[src/rtl/trace_stream_receiver_if.sv]
// Trace stream bundle: AXI-Stream input beats plus the unpacked pc/instr
// output channel. The receiver uses the slave modport. The producer/consumer
// side (bench or upstream logic) uses the master modport.
interface trace_stream_receiver_if #(
   parameter int PC_WIDTH    = 32,
   parameter int INSTR_WIDTH = 32,
   parameter int DATA_WIDTH  = PC_WIDTH + INSTR_WIDTH
);
   logic                   S_AXIS_tvalid;
   logic                   S_AXIS_tready;
   logic [DATA_WIDTH-1:0]  S_AXIS_tdata;
   logic                   S_AXIS_tlast;

   logic                   out_valid;
   logic                   out_ready;
   logic [PC_WIDTH-1:0]    out_pc;
   logic [INSTR_WIDTH-1:0] out_instr;
   logic                   out_last;

   modport slave (
      input  S_AXIS_tvalid, S_AXIS_tdata, S_AXIS_tlast, out_ready,
      output S_AXIS_tready, out_valid, out_pc, out_instr, out_last
   );

   modport master (
      output S_AXIS_tvalid, S_AXIS_tdata, S_AXIS_tlast, out_ready,
      input  S_AXIS_tready, out_valid, out_pc, out_instr, out_last
   );
endinterface

[src/rtl/trace_stream_receiver.sv]
// trace_stream_receiver: AXI-Stream slave for trace packets {pc, instr}.
// Each accepted beat goes into a first-word-fall-through FIFO and appears on
// the out_* channel one cycle later. Every accepted beat is also checked for
// framing: tlast is expected every tlast_interval beats, or on a WFI beat.
// Optional build macro TRACE_RX_STATS_EN adds saturating beat/frame/stall
// counters and the stats_clear input.
// DATA_WIDTH must equal PC_WIDTH + INSTR_WIDTH. FIFO_DEPTH must be a power of two, >= 2.
module trace_stream_receiver #(
   parameter int                     PC_WIDTH        = 32,
   parameter int                     INSTR_WIDTH     = 32,
   parameter int                     DATA_WIDTH      = 64,
   parameter int                     FIFO_DEPTH      = 16,
   parameter logic [INSTR_WIDTH-1:0] WFI_INSTRUCTION = 'h1050_0073
) (
   input  logic                   clk,
   input  logic                   rst_n,
   trace_stream_receiver_if.slave axis,
   input  logic [31:0]            tlast_interval,
   output logic                   wfi_seen,
   output logic                   frame_err,
   output logic                   frame_err_pulse,
   input  logic                   err_clear
`ifdef TRACE_RX_STATS_EN
   ,
   input  logic                   stats_clear,
   output logic [31:0]            stat_beats,
   output logic [31:0]            stat_frames,
   output logic [31:0]            stat_stalls
`endif
);

   localparam int               PTR_W   = $clog2(FIFO_DEPTH);
   localparam int               CNT_W   = PTR_W + 1;
   localparam logic [CNT_W-1:0] DEPTH_C = CNT_W'(FIFO_DEPTH);

   // Storage word is {tlast, tdata}. It is not reset; the pointers define validity.
   logic [DATA_WIDTH:0]  r_mem [FIFO_DEPTH];
   logic [PTR_W-1:0]     r_wr_ptr;
   logic [PTR_W-1:0]     r_rd_ptr;
   logic [CNT_W-1:0]     r_count;
   logic                 r_tready;

   logic [31:0]          r_beat_cnt;
   logic                 r_wfi_seen;
   logic                 r_frame_err;
   logic                 r_err_pulse;

   logic                 w_push;
   logic                 w_pop;
   logic                 w_empty;
   logic [CNT_W-1:0]     w_count_nxt;
   logic [DATA_WIDTH:0]  w_rd_word;
   logic [INSTR_WIDTH-1:0] w_beat_instr;
   logic                 w_is_wfi;
   logic                 w_exp_last;
   logic                 w_mismatch;

   assign w_empty = (r_count == '0);
   assign w_push  = axis.S_AXIS_tvalid & r_tready;
   assign w_pop   = axis.out_ready & ~w_empty;

   // Occupancy after this edge; drives the registered tready so a pop while full
   // cannot reopen the input in the same cycle.
   always_comb begin
      w_count_nxt = r_count;
      if (w_push && !w_pop) begin
         w_count_nxt = r_count + 1'b1;
      end else if (w_pop && !w_push) begin
         w_count_nxt = r_count - 1'b1;
      end
   end

   // FIFO pointers, occupancy and tready; tready stays low until the first edge out of reset.
   always_ff @(posedge clk or negedge rst_n) begin
      if (!rst_n) begin
         r_wr_ptr <= '0;
         r_rd_ptr <= '0;
         r_count  <= '0;
         r_tready <= 1'b0;
      end else begin
         if (w_push) begin
            r_wr_ptr <= r_wr_ptr + 1'b1;
         end
         if (w_pop) begin
            r_rd_ptr <= r_rd_ptr + 1'b1;
         end
         r_count  <= w_count_nxt;
         r_tready <= (w_count_nxt != DEPTH_C);
      end
   end

   // Beat storage.
   always_ff @(posedge clk) begin
      if (w_push) begin
         r_mem[r_wr_ptr] <= {axis.S_AXIS_tlast, axis.S_AXIS_tdata};
      end
   end

   // First-word-fall-through read; outputs are zero while empty.
   assign w_rd_word       = w_empty ? '0 : r_mem[r_rd_ptr];
   assign axis.out_valid  = ~w_empty;
   assign axis.out_last   = w_rd_word[DATA_WIDTH];
   assign axis.out_pc     = w_rd_word[DATA_WIDTH-1:INSTR_WIDTH];
   assign axis.out_instr  = w_rd_word[INSTR_WIDTH-1:0];
   assign axis.S_AXIS_tready = r_tready;

   // Framing rule for the beat currently offered.
   assign w_beat_instr = axis.S_AXIS_tdata[INSTR_WIDTH-1:0];
   assign w_is_wfi     = (w_beat_instr == WFI_INSTRUCTION);
   assign w_exp_last   = ((tlast_interval != 32'd0) && ((r_beat_cnt + 32'd1) == tlast_interval))
                         || w_is_wfi;
   assign w_mismatch   = (axis.S_AXIS_tlast != w_exp_last);

   // Frame checker state; err_clear overrides and skips the check of a same-cycle beat.
   always_ff @(posedge clk or negedge rst_n) begin
      if (!rst_n) begin
         r_beat_cnt  <= '0;
         r_wfi_seen  <= 1'b0;
         r_frame_err <= 1'b0;
         r_err_pulse <= 1'b0;
      end else if (err_clear) begin
         r_beat_cnt  <= '0;
         r_wfi_seen  <= 1'b0;
         r_frame_err <= 1'b0;
         r_err_pulse <= 1'b0;
      end else begin
         r_err_pulse <= w_push & w_mismatch;
         if (w_push) begin
            if (w_mismatch) begin
               r_frame_err <= 1'b1;
            end
            if (w_is_wfi) begin
               r_wfi_seen <= 1'b1;
            end
            r_beat_cnt <= axis.S_AXIS_tlast ? 32'd0 : (r_beat_cnt + 32'd1);
         end
      end
   end

   assign wfi_seen        = r_wfi_seen;
   assign frame_err       = r_frame_err;
   assign frame_err_pulse = r_err_pulse;

`ifdef TRACE_RX_STATS_EN
   logic [31:0] r_stat_beats;
   logic [31:0] r_stat_frames;
   logic [31:0] r_stat_stalls;

   function automatic logic [31:0] sat_inc(input logic [31:0] v);
      return (v == 32'hFFFF_FFFF) ? v : (v + 32'd1);
   endfunction

   // Saturating statistics; stats_clear wins over any same-cycle increment.
   always_ff @(posedge clk or negedge rst_n) begin
      if (!rst_n) begin
         r_stat_beats  <= '0;
         r_stat_frames <= '0;
         r_stat_stalls <= '0;
      end else if (stats_clear) begin
         r_stat_beats  <= '0;
         r_stat_frames <= '0;
         r_stat_stalls <= '0;
      end else begin
         if (w_push) begin
            r_stat_beats <= sat_inc(r_stat_beats);
         end
         if (w_push && axis.S_AXIS_tlast) begin
            r_stat_frames <= sat_inc(r_stat_frames);
         end
         if (axis.S_AXIS_tvalid && !r_tready) begin
            r_stat_stalls <= sat_inc(r_stat_stalls);
         end
      end
   end

   assign stat_beats  = r_stat_beats;
   assign stat_frames = r_stat_frames;
   assign stat_stalls = r_stat_stalls;
`endif

endmodule

[src/flat_wrapper.sv]
// flat-port wrapper written by rule: the top's interface ports become plain ports
module trace_stream_receiver_flat 
#(
   parameter int                     PC_WIDTH        = 32,
   parameter int                     INSTR_WIDTH     = 32,
   parameter int                     DATA_WIDTH      = 64,
   parameter int                     FIFO_DEPTH      = 16,
   parameter logic [INSTR_WIDTH-1:0] WFI_INSTRUCTION = 'h1050_0073
)
  (clk, rst_n, tlast_interval, wfi_seen, frame_err, frame_err_pulse, err_clear, axis_S_AXIS_tvalid, axis_S_AXIS_tdata, axis_S_AXIS_tlast, axis_out_ready, axis_S_AXIS_tready, axis_out_valid, axis_out_pc, axis_out_instr, axis_out_last);
  trace_stream_receiver_if #(.PC_WIDTH(PC_WIDTH), .INSTR_WIDTH(INSTR_WIDTH), .DATA_WIDTH(DATA_WIDTH)) axis_i ();
  input  logic clk;
  input  logic rst_n;
  input  logic [31:0] tlast_interval;
  output logic wfi_seen;
  output logic frame_err;
  output logic frame_err_pulse;
  input  logic err_clear;
  input wire logic [$bits(axis_i.S_AXIS_tvalid)-1:0] axis_S_AXIS_tvalid;
  input wire logic [$bits(axis_i.S_AXIS_tdata)-1:0] axis_S_AXIS_tdata;
  input wire logic [$bits(axis_i.S_AXIS_tlast)-1:0] axis_S_AXIS_tlast;
  input wire logic [$bits(axis_i.out_ready)-1:0] axis_out_ready;
  output wire logic [$bits(axis_i.S_AXIS_tready)-1:0] axis_S_AXIS_tready;
  output wire logic [$bits(axis_i.out_valid)-1:0] axis_out_valid;
  output wire logic [$bits(axis_i.out_pc)-1:0] axis_out_pc;
  output wire logic [$bits(axis_i.out_instr)-1:0] axis_out_instr;
  output wire logic [$bits(axis_i.out_last)-1:0] axis_out_last;
  assign axis_i.S_AXIS_tvalid = axis_S_AXIS_tvalid;
  assign axis_i.S_AXIS_tdata = axis_S_AXIS_tdata;
  assign axis_i.S_AXIS_tlast = axis_S_AXIS_tlast;
  assign axis_i.out_ready = axis_out_ready;
  assign axis_S_AXIS_tready = axis_i.S_AXIS_tready;
  assign axis_out_valid = axis_i.out_valid;
  assign axis_out_pc = axis_i.out_pc;
  assign axis_out_instr = axis_i.out_instr;
  assign axis_out_last = axis_i.out_last;
  trace_stream_receiver #(.PC_WIDTH(PC_WIDTH), .INSTR_WIDTH(INSTR_WIDTH), .DATA_WIDTH(DATA_WIDTH), .FIFO_DEPTH(FIFO_DEPTH), .WFI_INSTRUCTION(WFI_INSTRUCTION)) u_core (.clk(clk), .rst_n(rst_n), .axis(axis_i), .tlast_interval(tlast_interval), .wfi_seen(wfi_seen), .frame_err(frame_err), .frame_err_pulse(frame_err_pulse), .err_clear(err_clear));
endmodule
[config.mk]
export PLATFORM = sky130hd
export DESIGN_NAME = trace_stream_receiver_flat
export DESIGN_NICKNAME = d
export VERILOG_FILES = /design/src/rtl/trace_stream_receiver_if.sv /design/src/rtl/trace_stream_receiver.sv /design/src/flat_wrapper.sv
export SDC_FILE = /design/constraint.sdc
export NUM_CORES = 1
export LEC_CHECK = 0
export BUFFER_PORTS_ARGS = -buffer_cell sky130_fd_sc_hd__buf_2
export CAP_MARGIN = 20
export CELL_PAD_IN_SITES_DETAIL_PLACEMENT = 0
export CELL_PAD_IN_SITES_GLOBAL_PLACEMENT = 1
export CORE_ASPECT_RATIO = 0.8
export CORE_UTILIZATION = 33
export DETAILED_ROUTE_END_ITERATION = 6
export PLACE_DENSITY_LB_ADDON = 0.1
export REMOVE_ABC_BUFFERS = 1
export SKIP_CTS_REPAIR_TIMING = 1
export SLEW_MARGIN = 25
export SYNTH_ARGS = -nofsm -noshare
export SYNTH_HDL_FRONTEND = slang
export SYNTH_SLANG_ARGS = --single-unit
export TNS_END_PERCENT = 100
[constraint.sdc]
create_clock -name clk -period 9 [get_ports clk]
set_input_delay 0.45 -clock clk [delete_from_list [all_inputs] [get_ports clk]]
set_output_delay 0.45 -clock clk [all_outputs]
set_load 0.01 [all_outputs]
==> summary.md <==
| Metric | Value |
|---|---|
| Critical path launch point | `u_core.r_rd_ptr[0]$_DFFE_PN0P_` |
| Max-slew violations | `0` |
| Layer with the highest usage | `met2` |
| Tmin final | `4880 ps` |
| P_sw | `0.00451 W` |
| Iter 0 DRT Violations | `1552` |
| Family with the most delay on the worst path | `buffers and inverters` |
| Worst path bufs/invs | `3` |
| Core Footprint | `0.130 mm2` |
| Die height | `325 um` |
| Clock Skews | `51.9 ps` |
| Status | `complete, no violations` |
| Clock-pin slew on the worst setup and hold paths | `60 ps` |
| Max_cap viols | `0` |
| PortBufs | `171` |
| Flops & latches, synth | `1089` |
| Largest net degree at the start of global routing | `98` |
| Post-synthesis instance total | `1983` |
| Worst r2r dst | `u_core.frame_err$_DFFE_PN0P_` |
| FF-to-FF path depth | `9` |
| Cell-internal power | `0.0109 W` |
| Worst setup margin | `4120 ps` |
| Clock Tree Buf Depth | `3` |
| Seq/Total Area, Yosys | `75.2%` |
| Layout Utilization | `38.6%` |
| Max Clk Rate | `0.205 GHz` |
| DIE AREA | `0.132 mm2` |
| Clk pwr share | `30.5%` |
| Startpoint Class | `register` |
| Crit-path max FO | `82` |
| Max incr delay on CP | `780 ps` |
| Total grt overflow | `0` |
| Levels on crit path | `6` |
| Crit path DAT | `4430 ps` |
| Sequential power share | `41.2%` |
| Pre-CTS setup slack | `4660 ps` |
| CTS root buf | `clkbuf_16` |
| Rel. slew slack | `30.4%` |
| Leakage | `15.9 nW` |
| Area contributors post-synth | `edfxtp_1, mux4_2, dfrtp_1` |
| CP endpoint | `axis_out_instr[29]` |
| Comb pwr share | `28.2%` |
| Vias | `20800` |
| Worst reg-to-reg setup slack | `5410 ps` |
| DP Wirelength | `59.1 mm` |
| Layout area overhead | `16.0%` |
| Worst Path Required | `8550 ps` |
| Clock net sink count | `1089` |
| Cell mode on critical path | `mux4_2` |
| Gr usage total | `17.4%` |
| Worst-path cell chain | `buf_4 > buf_12 > mux4_2 > mux4_2 > and2_1 > buf_2` |
| CTS tree | `built` |
| Distinct cells, synth | `60` |
| Slowest cell on crit path | `buf_4` |
| Routing usage on met2 | `28.2%` |
| Sw frac | `29.4%` |
| Final GP Congestion | `0.743` |
| Post-synth top area share | `72.3%` |
| Die X | `406 um` |
| RSZ-0062 raised after global routing | `false` |
| Syn avg cell area | `21.8 um2` |
| Hold Vio Cnt, Final | `0` |
| H-tree levels | `3` |
| # setup viols final | `0` |
| Worst hold slack | `87.0 ps` |
| Worst-margin pin slew | `1040 ps` |
| Layout cells sized above 1 | `32.4%` |
| Routed WL | `114 mm` |
| Grt met3 use | `2.79%` |
| HP Class | `input pin to register` |
| EDFF count, synth | `1040` |
| Drt pass-1 iters | `5` |
| Post-route DRC | `0` |
| Most frequent cells in the layout | `edfxtp_1, mux4_2, buf_2, clkbuf_16, and2_1` |
| Vias in the first global route | `21900` |
| CTS buffer count | `113` |
| Worst vdd ir | `216 uV` |
| Nets | `2315` |
| Detail Route Antenna Nets | `0` |
| Met1 Usage GRT | `24.6%` |
| Most common cell after layout, fill and taps aside | `edfxtp_1` |
| Worst setup EP type | `primary output` |
| Critical R2R Launch | `u_core.r_beat_cnt[0]$_DFFE_PN0P_` |
| Async S/R FF share, synth | `4.50%` |
| Crit share post-route | `54.2%` |
| Warnings, synthesis | `0` |
| Setup CP Type | `register to primary output` |
| Top FF cell, synth | `edfxtp_1` |
| First-pass GRT wire length | `163 mm` |
| PD cells | `307 mW/mm2` |
| Vias per cell | `5.15` |
| Drt wl/cell | `28.2 um` |
| Initial core utilization | `33.3%` |
| Row count | `118` |
| Leading area contributor after synthesis | `edfxtp_1` |
| Worst skew pair latency | `740 ps` |
| I/O Pins | `172` |
| Netlist Area Pre-Place | `0.0432 mm2` |
| Initial antenna violation count | `11` |
[sequential cells by signal (all words and copies together), names as in the netlist]
signal	cells
u_core.axis.S_AXIS_tready	1
u_core.frame_err	1
u_core.frame_err_pulse	1
u_core.r_beat_cnt	32
u_core.r_count	5
u_core.r_mem	1040
u_core.r_rd_ptr	4
u_core.r_wr_ptr	4
u_core.wfi_seen	1
[cell type report]
cell class,instances,area [um2]
Clock buffer,134,2930
Fill cell,11800,79500
Timing Repair Buffer,223,1390
Inverter,6,22.5
Antenna cell,2,5.00
Tap cell,1740,2180
Clock inverter,72,759
Multi-Input combinational cell,772,10300
Sequential cell,1089,32500
[metal layers]
layer	up-vias	share of wire (%)
li1	8805	-
met1	11400	46
met2	417	49
met3	144	3.6
met4	2	1.8
met5	-	0.011
[Yosys cell counts, drive strengths merged (6+ instances only)]
cell type and n:
dfrtp 49, nand2 42, a21oi 18, ha 8
buf 44, edfxtp 1040, and2 71, o21ai 38
nor2 45, mux4 325, xor2 13, o31ai 17
clkbuf 72, nand3 23, and3 8, inv 6
and4 6, a21o 8, nor3 10, xnor2 43
nand4 29, nor4 22
[worst min path at each step]
stage                                                  from                                   to  slack [ps]  cells past startpoint
after floorplan                                       rst_n  u_core.axis.S_AXIS_tready$_DFF_PN0_         150                      0
after global placement    u_core.r_beat_cnt[31]$_DFFE_PN0P_    u_core.r_beat_cnt[31]$_DFFE_PN0P_         490                      1
after detailed placement  u_core.r_beat_cnt[31]$_DFFE_PN0P_    u_core.r_beat_cnt[31]$_DFFE_PN0P_         490                      1
after CTS                                             rst_n       u_core.r_wr_ptr[3]$_DFFE_PN0P_        -110                      2
after global routing                  axis_S_AXIS_tdata[52]        u_core.r_mem[5][52]$_DFFE_PP_          40                      1
final                                 axis_S_AXIS_tdata[52]        u_core.r_mem[5][52]$_DFFE_PP_          90                      1
[logic make-up (layout without fill, tap and decap cells)]
group / after synthesis / count (layout) / synth area share [%]
muxes: 328 / 328 / 17.0
AOI/OAI and AO/OA: 103 / 103 / 1.54
DFF: 1089 / 1089 / 75.2
adders and majority gates: 8 / 8 / 0.232
other: 0 / 2 / 0
buffers and inverters: 122 / 435 / 1.17
and+or+nand+nor: 277 / 277 / 3.71
xor gates and xnor gates: 56 / 56 / 1.14
[through the flow]
stage          area [um2]  power [W]  std cells  setup TNS (ps)
5_1_grt             50100     0.0161       4037               0
6_report            50100     0.0154       4038               0
2_1_floorplan       42700     0.0101       1867         -179610
3_5_place_dp        46400     0.0110       3828               0
4_1_cts             50100     0.0157       4034               0
3_3_place_gp        46200     0.0109       3822               0
[power groups by stage]
stage | clock [W] | combinational [W] | sequential, W
after global routing | 0.00501 | 0.00469 | 0.00639
after CTS | 0.00484 | 0.00453 | 0.00635
final | 0.00469 | 0.00434 | 0.00634
after detailed placement | 0 | 0.00452 | 0.00646
after global placement | 0 | 0.00449 | 0.00643
after floorplan | 0 | 0.00328 | 0.00679
(Power assumes the default switching activity.)
